<file path="config.mk">
export PLATFORM = sky130hd
export DESIGN_NAME = pdm_audio_out_flat
export DESIGN_NICKNAME = d
export VERILOG_FILES = /design/src/rtl/pdm_audio_out_if.sv /design/src/rtl/pdm_audio_out.sv /design/src/flat_wrapper.sv
export SDC_FILE = /design/constraint.sdc
export NUM_CORES = 1
export LEC_CHECK = 0
export CAP_MARGIN = 40
export CORE_AREA = 2 2 158 121
export DETAILED_ROUTE_END_ITERATION = 7
export DIE_AREA = 0 0 160 123
export PLACE_DENSITY = 0.85
export SYNTH_ARGS = -nofsm -noshare
export SYNTH_HDL_FRONTEND = slang
export SYNTH_SLANG_ARGS = --single-unit
</file>
<file path="constraint.sdc">
create_clock -name clk -period 2.55 [get_ports clk]
set_input_delay 0.255 -clock clk [delete_from_list [all_inputs] [get_ports clk]]
set_output_delay 0.255 -clock clk [all_outputs]
set_load 0.01 [all_outputs]
</file>
<file path="src/rtl/pdm_audio_out_if.sv">
// pdm_audio_out_if: stereo frame valid/ready stream into the PDM output stage
interface pdm_audio_out_if;
    logic [31:0] s_data;
    logic        s_valid;
    logic        s_ready;
    modport master (output s_data, output s_valid, input s_ready);
    modport slave  (input s_data, input s_valid, output s_ready);
endinterface

</file>
<file path="src/rtl/pdm_audio_out.sv">
// pdm_audio_out: stereo frame FIFO released at 48 kHz feeding two first-order delta-sigma PDM modulators
module pdm_audio_out #(
    parameter int DEPTH = 4
) (
    input  logic                   clk,
    input  logic                   rst,
    input  logic                   pulse_48k,
    input  logic                   pulse_4M8,
    pdm_audio_out_if.slave         s,
    output logic                   pdm_left,
    output logic                   pdm_right,
    output logic [$clog2(DEPTH):0] fifo_level,
    output logic                   underrun,
    output logic [15:0]            underrun_count
);
    localparam int AW = $clog2(DEPTH);
    localparam int LW = AW + 1;
    logic [31:0]   r_mem [DEPTH];
    logic [AW-1:0] r_wp, r_rp;
    logic [LW-1:0] r_level;
    logic [15:0]   r_cur_l, r_cur_r, r_acc_l, r_acc_r, r_ucnt;
    logic          r_pdm_l, r_pdm_r, r_und;
    logic          w_push, w_pop, w_empty;
    logic [16:0]   w_sum_l, w_sum_r;
    always_comb begin
        w_empty = r_level == '0;
        w_push  = s.s_valid && s.s_ready;
        w_pop   = pulse_48k && !w_empty;
        // flipping the sign bit turns signed PCM into offset binary for the accumulator
        w_sum_l = {1'b0, r_acc_l} + {1'b0, ~r_cur_l[15], r_cur_l[14:0]};
        w_sum_r = {1'b0, r_acc_r} + {1'b0, ~r_cur_r[15], r_cur_r[14:0]};
    end
    assign s.s_ready      = !rst && (r_level != LW'(DEPTH));
    assign pdm_left       = r_pdm_l;
    assign pdm_right      = r_pdm_r;
    assign fifo_level     = r_level;
    assign underrun       = r_und;
    assign underrun_count = r_ucnt;
    always_ff @(posedge clk) begin
        if (w_push) r_mem[r_wp] <= s.s_data;
    end
    always_ff @(posedge clk) begin
        if (rst) begin
            r_wp    <= '0;
            r_rp    <= '0;
            r_level <= '0;
            r_cur_l <= '0;
            r_cur_r <= '0;
            r_acc_l <= '0;
            r_acc_r <= '0;
            r_pdm_l <= 1'b0;
            r_pdm_r <= 1'b0;
            r_und   <= 1'b0;
            r_ucnt  <= '0;
        end else begin
            r_level <= r_level + LW'(w_push) - LW'(w_pop);
            r_und   <= pulse_48k && w_empty;
            if (w_push) r_wp <= r_wp + AW'(1);
            if (w_pop) r_rp <= r_rp + AW'(1);
            // an empty strobe plays silence rather than repeating the last sample
            if (pulse_48k) begin
                r_cur_l <= w_pop ? r_mem[r_rp][31:16] : '0;
                r_cur_r <= w_pop ? r_mem[r_rp][15:0] : '0;
            end
            if (pulse_48k && w_empty && r_ucnt != 16'hFFFF) r_ucnt <= r_ucnt + 16'd1;
            if (pulse_4M8) begin
                r_acc_l <= w_sum_l[15:0];
                r_acc_r <= w_sum_r[15:0];
                r_pdm_l <= w_sum_l[16];
                r_pdm_r <= w_sum_r[16];
            end
        end
    end
endmodule

</file>
<file path="src/flat_wrapper.sv">
// flat-port wrapper written by rule: the top's interface ports become plain ports
module pdm_audio_out_flat 
#(
    parameter int DEPTH = 4
)
  (clk, rst, pulse_48k, pulse_4M8, pdm_left, pdm_right, fifo_level, underrun, underrun_count, s_s_data, s_s_valid, s_s_ready);
  pdm_audio_out_if s_i ();
  input  logic clk;
  input  logic rst;
  input  logic pulse_48k;
  input  logic pulse_4M8;
  output logic pdm_left;
  output logic pdm_right;
  output logic [$clog2(DEPTH):0] fifo_level;
  output logic underrun;
  output logic [15:0] underrun_count;
  input wire logic [$bits(s_i.s_data)-1:0] s_s_data;
  input wire logic [$bits(s_i.s_valid)-1:0] s_s_valid;
  output wire logic [$bits(s_i.s_ready)-1:0] s_s_ready;
  assign s_i.s_data = s_s_data;
  assign s_i.s_valid = s_s_valid;
  assign s_s_ready = s_i.s_ready;
  pdm_audio_out #(.DEPTH(DEPTH)) u_core (.clk(clk), .rst(rst), .pulse_48k(pulse_48k), .pulse_4M8(pulse_4M8), .s(s_i), .pdm_left(pdm_left), .pdm_right(pdm_right), .fifo_level(fifo_level), .underrun(underrun), .underrun_count(underrun_count));
endmodule
</file>
* Word-level counts from Yosys, hierarchy flattened
Memories as Yosys holds them, arrays and structs flattened. A register that Yosys moved wholly into a read port is not among the register bits.
Index checks and enable logic that the tools add are counted.
** Storage, ports and cells
- Flip-flop bits (word level) :: 90
- RAM bits :: 128
- Input port bits :: 37
- Output and inout port bits :: 23
- Word-level logic and storage cells :: 37
- Memories kept :: 1
** Memory list
- u_core.r_mem :: words 4, bits a word 32, rd ports 1, clocked after Yosys merged registers in 1, wr ports 1, RTL line pdm_audio_out.sv:18 : logic [31:0] r_mem [DEPTH];
** Cells by class
- Add/sub/neg operators :: 7
- Equal/unequal tests :: 2
- Muxes and demuxes :: 6
- Bitwise gates (word level) :: 2
- Reductions and logical operators :: 8
** Operators by type and width (number)
- $add A16 B16 Y17 :: 2
- $mux W16 :: 2
- $add A16 B1 Y16 const B :: 1
- $ne A16 B16 Y1 const B :: 1
- $logic_and A1 B1 Y1 :: 5
- $add A2 B1 Y2 const B :: 2
- $mux W2 :: 2
- $add A3 B1 Y3 :: 1
- $logic_not A3 Y1 :: 1
- $ne A3 B3 Y1 const B :: 1
- $sub A3 B1 Y3 :: 1
- $logic_not A1 Y1 :: 2
- $mux W1 :: 2
- $not A1 Y1 :: 2

* Depth between registers and ports, before layout
Gate-level depths: netlist (run 1).
- Word-level depth :: 5
- Depth in mapped cells :: 12
- Depth with buffers taken out :: 10

* Least setup slack after synthesis (run 1)
No wires, ideal clock.
- Path type :: reg-to-reg
- From :: register u_core.r_level[1] (netlist: u_core.fifo_level[1])
- To :: register u_core.r_level[2] (netlist: u_core.fifo_level[2])
- Library setup time :: 0.128 ns
- Arrival time :: 2.387 ns
- Data required time :: 2.422 ns
- Setup slack :: 0.036 ns
- Cell stages (with the launch flop) :: 13
- Buffers on the path :: 2
- Period minus slack after synthesis :: 2.514 ns
- Cells stage by stage :: dfxtp_1 nor3_1 nor2b_1 clkbuf_1 clkbuf_1 ha_1 inv_1 ha_1 inv_1 fa_1 xor2_1 xnor2_1 nor2_1
** On the way
- Elaborated cells on any way between the ends :: 8
- Those cells by class :: add/sub (2); eq/ne (1); reduce/logical (5)
** RTL lines
- start, declared :: RTL line pdm_audio_out.sv:20 : logic [LW-1:0] r_level;
- start signal, assigned :: RTL line pdm_audio_out.sv:56 : r_level <= r_level + LW'(w_push) - LW'(w_pop);
- $logic_not A3 Y1 :: RTL line pdm_audio_out.sv:26 : w_empty = r_level == '0;
- $logic_not A1 Y1 :: RTL line pdm_audio_out.sv:28 : w_pop = pulse_48k && !w_empty;
- $logic_and A1 B1 Y1 :: RTL line pdm_audio_out.sv:28
- net u_core.w_pop :: RTL line pdm_audio_out.sv:23 : logic w_push, w_pop, w_empty;
- $sub A3 B1 Y3 :: RTL line pdm_audio_out.sv:56
The timed path passes the listed nets, and every way through them passes these cells.
A chain may end at the register's enable or synchronous reset.

* Final worst setup path (run 1)
- From :: register u_core.r_acc_r[0]
- To :: register u_core.r_acc_r[14]
** On the way
- Cells in the longest elaborated chain, start to end :: 1
** Ends and longest elaborated chain
- start, declared :: RTL line pdm_audio_out.sv:21 : logic [15:0] r_cur_l, r_cur_r, r_acc_l, r_acc_r, r_ucnt;
- start signal, assigned :: RTL line pdm_audio_out.sv:68 : r_acc_r <= w_sum_r[15:0];
- $add A16 B16 Y17 :: RTL line pdm_audio_out.sv:31 : w_sum_r = {1'b0, r_acc_r} + {1'b0, ~r_cur_r[15], r_cur_r[14:0]};
No other way between the ends.

==> results.txt, run 1 <==
During synthesis, Yosys emitted a total of 0 warnings. The tools report the required time of the critical path as 3.00 ns. Setup repair after global routing left no endpoint under its margin. Arrival time reported for the critical path endpoint: 2.85 ns.

The worst-case IR drop observed on VDD is 0.000730 V. The final critical delay including setup and external delays is 2.40 ns, and the maximum fanout along the worst path is 3. The combined buffer and inverter count along the critical path was 0; the final routed wire length divided by cell count was 17.7 um.

Clock-pin slew was measured on the worst setup and hold paths at 0.06 ns. The via count of the first global-routing pass was 5947. The run gives 60 as the count of boundary I/O pins.

Portion of the clock cycle consumed by the worst path in the final layout: 0.939. The run finished with clean final reports. In the post-synthesis netlist, the biggest area contributors are sky130_fd_sc_hd__edfxtp_1, sky130_fd_sc_hd__dfxtp_1, sky130_fd_sc_hd__mux4_2.

The post-place setup slack is 0.181 ns. Main flop type after synthesis: sky130_fd_sc_hd__edfxtp_1. For the finished layout cell area, the log shows 11300 um^2. In this run, distinct cell masters in the synthesized netlist total 58.

The starting utilization of the core area came out at 0.532. sky130_fd_sc_hd__edfxtp_1 takes more of the synthesized area than any other cell. The family with the most delay on the worst path was simple AND/OR/NAND/NOR gates. Walking the worst path, the cells encountered are ha_1 -> fa_1 -> a211oi_1 -> o21a_1 -> or3_4 -> a31oi_2 -> or4_1 -> nand3_1. The tools report the kind of launch point of the worst setup path as a flop.

For this run, design rule violations remaining after detail routing come to 0. Once placement finished, the instance area stood at 10500 um^2. Setup slack closes at 0.155 ns. The number of H-tree branching levels came out at 1.

The proportion of synthesized chip area in sequential cells was 0.587. From left edge to right edge, the die measures 160 um. Entering global routing, the biggest net connects 78 pins. Sorting the synthesized cells by how often they occur yields sky130_fd_sc_hd__edfxtp_1, sky130_fd_sc_hd__nor2_1, sky130_fd_sc_hd__dfxtp_1.

The floorplan has 43 rows. The first global-routing pass estimated 31.4 mm of wire. The synthesized instance count is 774, and the leakage power is 4.00 nW.

Summed over all nets, wire length on met3 after detailed routing comes to 1.29 mm. The insertion delay to the later sink of the worst-skew pair was 0.52 ns. The number of clock buffers added by TritonCTS is 22.

In this run, post-CTS repair resized a total of 0 instances. Sum of met2 wire segment lengths after detailed routing: 8.85 mm. Once detail routing completed, the nets flagged for antenna violations numbered 0.

Number of maximum-capacitance constraint violations: 0. The relative slew slack came out at 0.454. The share of cells above drive strength 1 works out to 0.108. For the count of vias placed by the detailed router, the log shows 6265.

Synthesized flop and latch total: 220. The tools report the total count of max-transition violations in the final report as 0. The floorplan step defined a die boundary enclosing 19700 um^2. The detailed router put a total of 8.93 mm of wire on met1.

The aggregate global-route resource usage is 0.200. The critical path is of the flop to flop type. After detailed routing, no signal wire sits above met4. The number of hold buffers added after CTS is 0, and the average cell area after synthesis is 12.5 um^2. The logs give 3 for the buffer levels on the longest clock path and 0.00946 W for the power after layout.

In this run the tool buffered the top-level ports with 59 buffer cells. The kind of path behind the tightest hold check was input pin to flop. The area share of the largest cell type after synthesis is 0.397, and the vertical extent of the die is 123 um. Count of final hold-check violations: 0. For this run the aggregate overflow at the end of global routing stands at 0. The logs give 0 for the initial antenna violation count and 853 for the total nets after synthesis.

For the number of sinks driven by the clock tree, the log shows 220. Among all stages on the critical path, the largest delay is contributed by sky130_fd_sc_hd__or4_1. The run gives 12.2 mm as the estimated wirelength of the detail-placed design. In the final design database the tool counted 914 nets. The logs give 0.0198 ns for the clock skew and 19.5 mm for the total routed wirelength. The number of placed instances with taps included is 1058, and the violation count after the first detailed-routing iteration is 474. On the worst path, the slowest cell contributes a delay of 0.47 ns. The proportion of synthesized flip-flops having asynchronous set or reset came out at 0. The critical path capture point type was a flop.

At the end of routability-driven placement, the weighted congestion stood at 0.868. TritonCTS built the clock tree. The cell sitting at the root of the clock tree is a sky130_fd_sc_hd__clkbuf_16.

The sum of negative setup slack is 0 ns, and the number of post-CTS setup repair buffers is 0. The first detailed-routing pass took 4 iterations. The number of flops mapped to enable cells by yosys came out at 128. The total area inside the core boundary comes to 18200 um^2. The final setup violation count was 0.

Summing every instance area after synthesis gives 9680 um^2. In this run the register-to-register setup slack is 0.15 ns. The layout overhead on the synthesized area is 16.2%. Leaving out filler cells and counting taps, the final layout contains 1098.

At the pin with the least slew margin, the transition time is 0.820 ns. The antenna diode instance count is 0. In this run the power density over the cells is 840 nW/um^2.

The timing-limited maximum frequency was 418 MHz. The leading cell type by number of instances after synthesis is sky130_fd_sc_hd__edfxtp_1. The via count normalized by instance count is 5.71.
[final cells by class]
class                   instances  area [um^2]
repair buffers                 73          698
inverters                      12         45.0
well taps                     247          309
clock buffers                  24          568
flip-flops and latches        220         5690
fillers                      1356         6930
clock inverters                16          138
multi-input cells             506         3810
[cell usage in the layout (no fill, tap or decap), types with 15 or more instances in the layout]
master,Yosys,routed
sky130_fd_sc_hd__edfxtp_1,128,128
sky130_fd_sc_hd__nor2_1,104,104
sky130_fd_sc_hd__dfxtp_1,92,91
sky130_fd_sc_hd__a21oi_1,58,58
sky130_fd_sc_hd__clkdlybuf4s50_1,0,57
sky130_fd_sc_hd__ha_1,39,39
sky130_fd_sc_hd__nor2b_1,36,35
sky130_fd_sc_hd__mux4_2,32,32
sky130_fd_sc_hd__nand2_1,29,29
sky130_fd_sc_hd__clkbuf_16,0,22
sky130_fd_sc_hd__xnor2_1,19,19
sky130_fd_sc_hd__o21ai_0,18,18
sky130_fd_sc_hd__mux2i_1,16,16
sky130_fd_sc_hd__nand3_1,15,15
sky130_fd_sc_hd__xor2_1,15,15
[state kept, by name, indices dropped and copies added (netlist names), 3 cells and up, named ones only]
register / flops
u_core.r_mem: 128
u_core.r_acc_l: 16
u_core.r_acc_r: 16
u_core.r_cur_l: 16
u_core.r_cur_r: 16
u_core.underrun_count: 16
u_core.fifo_level: 3
[tightest hold or removal path, delay by kind of cell]
kind	cells	cell delay [ns]
buf+inv	1	0.19
mux	1	0.15
simple gates	1	0.07
[kinds of logic after synthesis]
kind of cell	after synthesis	synth area share
compound gates	141	0.0916
xor+xnor	34	0.0308
fa+ha+maj	42	0.0566
buf+inv	48	0.0195
flops	220	0.587
mux	48	0.0910
simple gates	241	0.123
[per-stage QoR]
stage / util / hold slack [ns]
after floorplan: - / 0.354
after detailed placement: 0.580 / 0.459
after CTS: 0.619 / 0.194
after global routing: 0.619 / 0.226
after global placement: 0.580 / 0.440
final: 0.619 / 0.200
[report_power, final]
part	switching (W)	total (W)	internal (W)
registers	0.000226	0.00432	0.00410
clock network	0.00137	0.00310	0.00173
logic	0.00106	0.00203	0.000973
total	0.00266	0.00946	0.00680
[routing by layer]
layer  GRT usage  vias up
met1       0.289     3027
met5           0        -
li1            -     3004
met2       0.318      196
met4      0.0552        0
met3      0.0369       38
[worst paths after layout]
kind / end / depth (start not counted) / start
worst min register to register: u_core.r_acc_r[13] / 2 / u_core.r_acc_r[13]
worst max-delay path: u_core.r_acc_r[14] / 8 / u_core.r_acc_r[0]
worst max register to register: u_core.r_acc_r[14] / 8 / u_core.r_acc_r[0]
worst min-delay path: u_core.r_acc_l[7] / 3 / pulse_4M8
Note: power is estimated with default switching activity, not from simulation.
==> run 2: changes to the inputs <==
- CELL_PAD_IN_SITES_DETAIL_PLACEMENT: not set -> 0
- CELL_PAD_IN_SITES_GLOBAL_PLACEMENT: not set -> 1
- CORE_AREA: 2 2 158 121 -> 2 2 175 134
- DIE_AREA: 0 0 160 123 -> 0 0 177 136
- PLACE_DENSITY: 0.85 -> 0.84
- SKIP_CTS_REPAIR_TIMING: not set -> 1
==> run 2 against run 1 <==
  * Clock skew down 0.0015 ns
  * Hold slack better by 0.025 ns
  * Non-clock buffer count up 2
  * Combinational power about the same
  * Critical path depth unchanged
  * Power up 3.4%
  * Register-to-register slack about the same
  * Sequential share of layout area down 0.76 points
  * Die area up 22%
  * Largest cell class unchanged
  * Largest power group unchanged
==> results.txt, run 2 (synthesis gave the netlist of run 1 again) <==
The clock skew came out at 0.0183 ns (was 0.0198 ns). The peak-usage layer in the global routing report is met2 (unchanged). For the leakage power, the log shows 4.05 nW (was 4.00 nW). The portion of the clock cycle consumed by the worst path in the final layout is 0.940 (was 0.939), and the timing-limited maximum frequency is 417 MHz (was 418 MHz). Maximum fanout along the worst path: 3 (unchanged). The run gives 0.0299 (was 0.0369) as the fraction of met3 tracks used by global routing.

The tools report the reg-to-reg endpoint as u_core.r_acc_r[14] (unchanged). Critical path capture point type: a flop (unchanged). The run gives 0 (unchanged) as the final setup violation count.

The number of placement rows is 48 (was 43), and the met1 layer usage reported by global route is 0.246 (was 0.289). The count of boundary I/O pins was 60 (unchanged). The flow ran to the end, and the final reports show no timing, DRC or antenna violations.

Register with the most flip-flops: u_core.r_mem (unchanged). Most frequent cells in the layout: sky130_fd_sc_hd__edfxtp_1, sky130_fd_sc_hd__nor2_1, sky130_fd_sc_hd__dfxtp_1 (unchanged). The run gives 0 (unchanged) as the initial antenna violation count. The critical path start-end classification was flop to flop (unchanged). The vertical extent of the die was 136 um (was 123 um); the sum of negative setup slack was 0 ns (unchanged).

The family with the most delay on the worst path was simple AND/OR/NAND/NOR gates (unchanged). The violation count after the first detailed-routing iteration is 497 (was 474), and the count of final hold-check violations is 0 (unchanged). The count of input and output buffers is 59 (unchanged), and the worst voltage drop across the vdd grid is 0.000585 V (was 0.000730 V). The source of the worst register-to-register timing path is u_core.r_cur_r[0] (was u_core.r_acc_r[0]). The root buffer cell was sky130_fd_sc_hd__clkbuf_16 (unchanged). The run gives 0 (unchanged) as the remaining antenna violation count. The end point of the worst hold path is u_core.r_acc_l[15] (was u_core.r_acc_l[7]).

The share of cells above drive strength 1 works out to 0.112 (was 0.108). The clock transition at the register clock pins on the worst setup and hold paths after CTS was 0.06 ns (about the same). Cell area power density: 856 nW/um^2 (was 840 nW/um^2). The logs give 0.487 (was 0.454) for the relative slew slack and 75 (was 78) for the maximum number of pins on one net before global-route repair. The run gives 2.85 ns (about the same) as the arrival time reported for the critical path endpoint.

The worst-case reg-to-reg path depth was 8 (unchanged); the number of maximum-capacitance constraint violations was 0 (unchanged). The tools report the final net count as 917 (was 914). The tools report the insertion delay to the later sink of the worst-skew pair as 0.53 ns (was 0.52 ns). The tools report the startpoint of the most critical setup path as u_core.r_cur_r[0] (was u_core.r_acc_r[0]).

The aggregate global-route resource usage was 0.167 (was 0.200). The count of vias placed by the detailed router came out at 6169 (was 6265). The slew at the pin closest to its max-slew limit works out to 0.770 ns (was 0.820 ns).

The via count normalized by instance count is 5.34 (was 5.71). Startpoint of the worst hold path: pulse_4M8 (unchanged). The final critical delay including setup and external delays came out at 2.40 ns (about the same).

Setup repair after global routing left no endpoint under its margin. Total overflow reported by the global router: 0 (unchanged). Number of flip-flops under the largest register name: 128 (unchanged).

TritonCTS built the clock tree. Combined buffer and inverter count along the critical path: 0 (unchanged). The number of sinks driven by the clock tree was 220 (unchanged). Cells along the critical path: ha_1 -> fa_1 -> a211oi_2 -> o21a_1 -> or3_4 -> a31oi_2 -> or4_1 -> nand3_1 (was ha_1 -> fa_1 -> a211oi_1 -> o21a_1 -> or3_4 -> a31oi_2 -> or4_1 -> nand3_1). Via count of the first global-routing pass: 5966 (was 5947). Full die area: 24100 um^2 (was 19700 um^2).

The tools report the post-place setup slack as 0.174 ns (was 0.181 ns). The number of design rule violations left after detail routing was 0 (unchanged). The met2 track utilization from global routing came out at 0.257 (was 0.318). The leading cell type in the layout, fill and taps excluded is sky130_fd_sc_hd__edfxtp_1 (unchanged). The starting utilization of the core area is 0.430 (was 0.532), and the detailed-routing iteration count for the pre-antenna-repair pass is 5 (was 4). The tools report the kind of launch point of the worst setup path as a flop (unchanged).

The layout overhead on the synthesized area was 18.0% (was 16.2%). Worst hold path depth: 3 (unchanged). The die outline width is 177 um (was 160 um). The delay of the slowest cell on the worst path was 0.48 ns (was 0.47 ns); the total routed wirelength was 19.9 mm (was 19.5 mm). The final estimated routing congestion in global placement was 0.833 (was 0.868); the setup slack on the worst flop-to-flop path was 0.15 ns (about the same). The final worst setup slack is 0.153 ns (was 0.155 ns), and the total count of max-transition violations in the final report is 0 (unchanged). Cell with the largest stage delay on the worst path: sky130_fd_sc_hd__or4_1 (unchanged). The run gives 22500 um^2 (was 18200 um^2) as the core box area. Estimated wirelength of the detail-placed design: 12.9 mm (was 12.2 mm).

The final routed wire length divided by cell count works out to 17.2 um (was 17.7 um). The logs give 1 (unchanged) for the number of H-tree branching levels and 3 (unchanged) for the buffer levels on the longest clock path. The first-pass GRT wire length was 31.7 mm (was 31.4 mm); the CTS buffer count was 23 (was 22).

The kind of path behind the tightest hold check is input pin to flop (unchanged). For the required time of the critical path, the log shows 3.00 ns (about the same). The tools report the antenna diode instance count as 0 (unchanged).
-- run 2: worst reg2reg max path, stage by stage (launching register included) --
cell	delay, ns
sky130_fd_sc_hd__dfxtp_1	0.32
sky130_fd_sc_hd__ha_1	0.22
sky130_fd_sc_hd__fa_1	0.45
sky130_fd_sc_hd__a211oi_2	0.28
sky130_fd_sc_hd__o21a_1	0.21
sky130_fd_sc_hd__or3_4	0.17
sky130_fd_sc_hd__a31oi_2	0.11
sky130_fd_sc_hd__or4_1	0.48
sky130_fd_sc_hd__nand3_1	0.08
-- run 2: cell type report --
| type | count | area, um^2 |
|---|---|---|
| fill | 1926 | 11100 |
| sequential | 220 | 5690 |
| multi-input combinational | 506 | 3810 |
| timing repair buffer | 75 | 728 |
| clock buffer | 29 | 618 |
| tap | 300 | 375 |
| clock inverter | 13 | 158 |
| inverter | 12 | 45.0 |
-- run 2: routing by layer --
| layer | up-vias | share of wire |
|---|---|---|
| li1 | 3010 | - |
| met1 | 2978 | 0.49 |
| met2 | 154 | 0.44 |
| met3 | 27 | 0.050 |
| met4 | 0 | 0.020 |
| met5 | - | 0 |
-- run 2: where the power goes --
group / switching [W] / internal (W)
Sequential: 0.000260 / 0.00410
Combinational: 0.00102 / 0.000994
Clock: 0.00138 / 0.00203
Total: 0.00266 / 0.00712
-- run 2: worst max path at each step --
stage | end | slack (ns) | depth (start not counted)
floorplan | u_core.fifo_level[2] | 0.04 | 12
global placement | u_core.r_acc_r[14] | 0.18 | 8
detailed placement | u_core.r_acc_r[14] | 0.17 | 8
CTS | u_core.r_acc_r[14] | 0.12 | 8
global route | u_core.r_acc_r[14] | 0.03 | 8
finish | u_core.r_acc_r[14] | 0.15 | 8
-- run 2: metrics by stage --
step	hold WS, ns	util	cell area, um^2	power, W	instances
floorplan	0.354	-	9680	0.00580	774
global placement	0.444	0.473	10600	0.00639	1113
detailed placement	0.446	0.473	10600	0.00644	1113
CTS	0.211	0.507	11400	0.00988	1155
global route	0.265	0.507	11400	0.0102	1155
finish	0.226	0.507	11400	0.00978	1155
==> run 3: changes to the inputs <==
- ABC_AREA: not set -> 1
- CORE_AREA: 2 2 175 134 -> 2 2 188 144
- DIE_AREA: 0 0 177 136 -> 0 0 190 146
- PLACE_DENSITY: 0.84 -> 0.83
==> run 3 against run 2 <==
  * Die area up 15%
  * Synthesized area up 7.7%
  * Global-route usage down 0.29 points
  * Flip-flop and latch count unchanged
  * Sequential share of layout area down 3.0 points
  * Clock-buffer cell count up 1
  * Non-clock buffer count down 3
  * Cell count up 39%
  * Clock power up 2%
  * Synthesized cell count up 54%
  * Hold slack better by 0.12 ns
  * Critical path type unchanged
  * Clock skew down 0.0094 ns
==> results.txt, run 3 <==
The run finished with clean final reports. The portion of the clock cycle consumed by the worst path in the final layout works out to 0.817 (was 0.940). The buffer levels on the longest clock path is 3 (unchanged), and the number of flip-flops under the largest register name is 128 (unchanged). The full die area is 27700 um^2 (was 24100 um^2). The timing-limited maximum frequency was 480 MHz (was 417 MHz).

The tools report the count of final hold-check violations as 0 (unchanged). For the leakage power, the log shows 5.03 nW (was 4.05 nW). The final routed wire length divided by cell count was 14.1 um (was 17.2 um). The post-synthesis cell type with the largest combined area was sky130_fd_sc_hd__edfxtp_1 (unchanged).

Combined buffer and inverter count along the critical path: 3 (was 0). The run gives 488 (was 497) as the violation count after the first detailed-routing iteration. The most prevalent standard cell on the critical path was sky130_fd_sc_hd__inv_1.

The cell area power density was 825 nW/um^2 (was 856 nW/um^2). The vertical extent of the die is 146 um (was 136 um). The run gives 2458 (was 1926) as the count of fill cells added during filler insertion. The worst voltage drop across the vdd grid was 0.000475 V (was 0.000585 V); the number of flops mapped to enable cells by yosys was 128 (unchanged). Setup repair after global routing left no endpoint under its margin. The core box area is 25700 um^2 (was 22500 um^2), and the slew at the pin closest to its max-slew limit is 0.880 ns (was 0.770 ns).

The share of cells above drive strength 1 was 0.0704 (was 0.112). Commonest cells post-synth: sky130_fd_sc_hd__nand2_1, sky130_fd_sc_hd__nor2_1, sky130_fd_sc_hd__inv_1 (was sky130_fd_sc_hd__edfxtp_1, sky130_fd_sc_hd__nor2_1, sky130_fd_sc_hd__dfxtp_1). For the combinational share of power, the log shows 0.223 (was 0.206).

The average cell area after synthesis was 8.73 um^2 (was 12.5 um^2). The finished layout cell area came out at 12200 um^2 (was 11400 um^2). Most frequent cells in the layout: sky130_fd_sc_hd__nand2_1, sky130_fd_sc_hd__nor2_1, sky130_fd_sc_hd__inv_1 (was sky130_fd_sc_hd__edfxtp_1, sky130_fd_sc_hd__nor2_1, sky130_fd_sc_hd__dfxtp_1). The root buffer cell was sky130_fd_sc_hd__clkbuf_16 (unchanged). The run gives 0.414 (was 0.487) as the relative slew slack. For the remaining antenna violation count, the log shows 0 (unchanged). The clock power share was 0.346 (was 0.349). The leading cell type by number of instances after synthesis was sky130_fd_sc_hd__nand2_1 (was sky130_fd_sc_hd__edfxtp_1).

The internal power summed over all cells was 0.00701 W (was 0.00712 W). The final critical delay including setup and external delays came out at 2.08 ns (was 2.40 ns). For the count of vias placed by the detailed router, the log shows 7812 (was 6169). The aggregate global-route resource usage was 0.164 (was 0.167). The total overflow reported by the global router was 0 (unchanged); the number of maximum-capacitance constraint violations was 0 (unchanged). The fraction of the core area covered by cells at the end of the flow came out at 0.473 (was 0.507). The relative contribution of sequential cells to total power was 0.431 (was 0.445). The tools report the final worst hold slack as 0.343 ns (was 0.226 ns).

TritonCTS built the clock tree. The run gives 7402 (was 5966) as the via count of the first global-routing pass. Cells along the critical path: inv_1 -> a31oi_1 -> nand2_1 -> inv_1 -> ha_1 -> inv_1 -> fa_1 -> xor2_1 -> o21ai_0 -> a21oi_1 (was ha_1 -> fa_1 -> a211oi_2 -> o21a_1 -> or3_4 -> a31oi_2 -> or4_1 -> nand3_1). For the post-detailed-placement cell area, the log shows 11400 um^2 (was 10600 um^2). The initial antenna violation count was 0 (unchanged); the required time of the critical path was 2.94 ns (was 3.00 ns). The synthesized instance count came out at 1194 (was 774). The critical path start-end classification was flop to flop (unchanged).

Die outline width: 190 um (was 177 um). The proportion of synthesized chip area in sequential cells was 0.545 (was 0.587); the number of placement rows was 51 (was 48). The logs give 0.405 (was 0.430) for the starting utilization of the core area and 1273 (was 853) for the total nets after synthesis. The logs give 0.00885 ns (was 0.0183 ns) for the clock skew and 23 (unchanged) for the CTS buffer count. The tools report the final estimated routing congestion in global placement as 0.831 (was 0.833). Kind of path behind the tightest hold check: input pin to flop (unchanged). Family with the most delay on the worst path: adder cells (was simple AND/OR/NAND/NOR gates). The number of H-tree branching levels is 1 (unchanged). For the number of design rule violations left after detail routing, the log shows 0 (unchanged). The run gives 37.2 mm (was 31.7 mm) as the first-pass GRT wire length. Critical path capture point type: a flop (unchanged).

The area of the mapped netlist is 10400 um^2 (was 9680 um^2). For the insertion delay to the later sink of the worst-skew pair, the log shows 0.50 ns (was 0.53 ns). The count of input and output buffers works out to 59 (unchanged). The logs give 60 (unchanged) for the count of boundary I/O pins and 0 (unchanged) for the total count of max-transition violations in the final report.

The main flop type after synthesis was sky130_fd_sc_hd__edfxtp_1 (unchanged). Number of distinct library cell variants in the gate-level netlist after synthesis: 35 (was 58). The run gives 0 (unchanged) as the final setup violation count. The arrival time reported for the critical path endpoint came out at 2.47 ns (was 2.85 ns). The clock transition at the register clock pins on the worst setup and hold paths after CTS was 0.06 ns (about the same); the total routed wirelength was 22.7 mm (was 19.9 mm).

The proportion of synthesized flip-flops having asynchronous set or reset is 0 (unchanged). For the estimated wirelength of the detail-placed design, the log shows 15.1 mm (was 12.9 mm). The area share of the largest cell type after synthesis is 0.369 (was 0.397), and the synthesized flop and latch total is 220 (unchanged). The register with the most flip-flops was u_core.r_mem (unchanged). The tools report the maximum number of pins on one net before global-route repair as 74 (was 75). The switching part of the total power came out at 0.301 (was 0.272).

Top post-synthesis cells by area: sky130_fd_sc_hd__edfxtp_1, sky130_fd_sc_hd__dfxtp_1, sky130_fd_sc_hd__nand2_1 (was sky130_fd_sc_hd__edfxtp_1, sky130_fd_sc_hd__dfxtp_1, sky130_fd_sc_hd__mux4_2). The antenna diode instance count was 0 (unchanged). The cell with the largest stage delay on the worst path is sky130_fd_sc_hd__dfxtp_1 (was sky130_fd_sc_hd__or4_1). The layout overhead on the synthesized area is 16.7% (was 18.0%), and the delay of the slowest cell on the worst path is 0.42 ns (was 0.48 ns).

The leading cell type in the layout, fill and taps excluded was sky130_fd_sc_hd__nand2_1 (was sky130_fd_sc_hd__edfxtp_1). The logs give 0.00302 W (was 0.00266 W) for the switching power of the nets and 0 (unchanged) for the Yosys warning count. The maximum fanout along the worst path was 9 (was 3). The run gives 220 (unchanged) as the number of sinks driven by the clock tree. Final net count: 1326 (was 917). The detailed-routing iteration count for the pre-antenna-repair pass is 5 (unchanged), and the via count normalized by instance count is 4.86 (was 5.34). Kind of launch point of the worst setup path: a flop (unchanged).
-- run 3: layout make-up --
| cell class | instances | area, um^2 | share of cell area |
|---|---|---|---|
| sequential | 220 | 5690 | 0.468 |
| multi-input combinational | 792 | 4030 | 0.331 |
| timing repair buffer | 72 | 703 | 0.0578 |
| clock buffer | 30 | 632 | 0.0520 |
| inverter | 138 | 518 | 0.0426 |
| tap | 344 | 430 | 0.0354 |
| clock inverter | 12 | 159 | 0.0131 |
-- run 3: power by group through the flow --
stage,Clock (W),Combinational (W),Sequential (W)
after floorplan,0,0.00165,0.00432
after global placement,0,0.00222,0.00439
after detailed placement,0,0.00225,0.00440
after CTS,0.00354,0.00227,0.00432
after global routing,0.00369,0.00254,0.00436
final,0.00347,0.00224,0.00432
-- run 3: per-layer routing --
metal / up-vias / global-route usage / share of wire
met1: 3590 / 0.242 / 0.51
met3: 26 / 0.0229 / 0.046
met2: 166 / 0.259 / 0.43
met4: 0 / 0.0306 / 0.013
met5: - / 0 / 0
li1: 4030 / - / -
-- run 3: worst min-delay path: cells and delay by family --
family | cells | cell delay (ns)
AND/OR/NAND/NOR | 1 | 0.28
AO/OA/AOI/OAI | 2 | 0.16
buffers and inverters | 1 | 0.10
-- run 3: per-stage QoR --
| step | instances | total power, W | setup WS [ns] | TNS [ns] |
|---|---|---|---|---|
| after global routing | 1608 | 0.0106 | 0.260 | 0 |
| after detailed placement | 1566 | 0.00664 | 0.378 | 0 |
| after global placement | 1566 | 0.00660 | 0.385 | 0 |
| after floorplan | 1194 | 0.00597 | -0.277 | -35.40 |
| final | 1608 | 0.0100 | 0.468 | 0 |
| after CTS | 1608 | 0.0101 | 0.453 | 0 |
-- run 3: cells by family after synthesis --
family	count (synthesis)	share of synthesized area
and+or+nand+nor	565	0.221
adders and majority gates	42	0.0526
xor gates and xnor gates	20	0.0168
DFF	220	0.545
AOI/OAI and AO/OA	165	0.0951
buffers and inverters	182	0.0690
-- run 3: path summary, 6_finish.rpt --
check | start | endpoint | slack (ns) | cells past startpoint
setup / recovery | u_core.fifo_level[1] | u_core.fifo_level[2] | 0.47 | 10
hold reg to reg | u_core.r_cur_r[15] | u_core.r_cur_r[15] | 0.47 | 2
setup reg to reg | u_core.fifo_level[1] | u_core.fifo_level[2] | 0.47 | 10
hold / removal | rst | u_core.r_wp[0] | 0.34 | 4
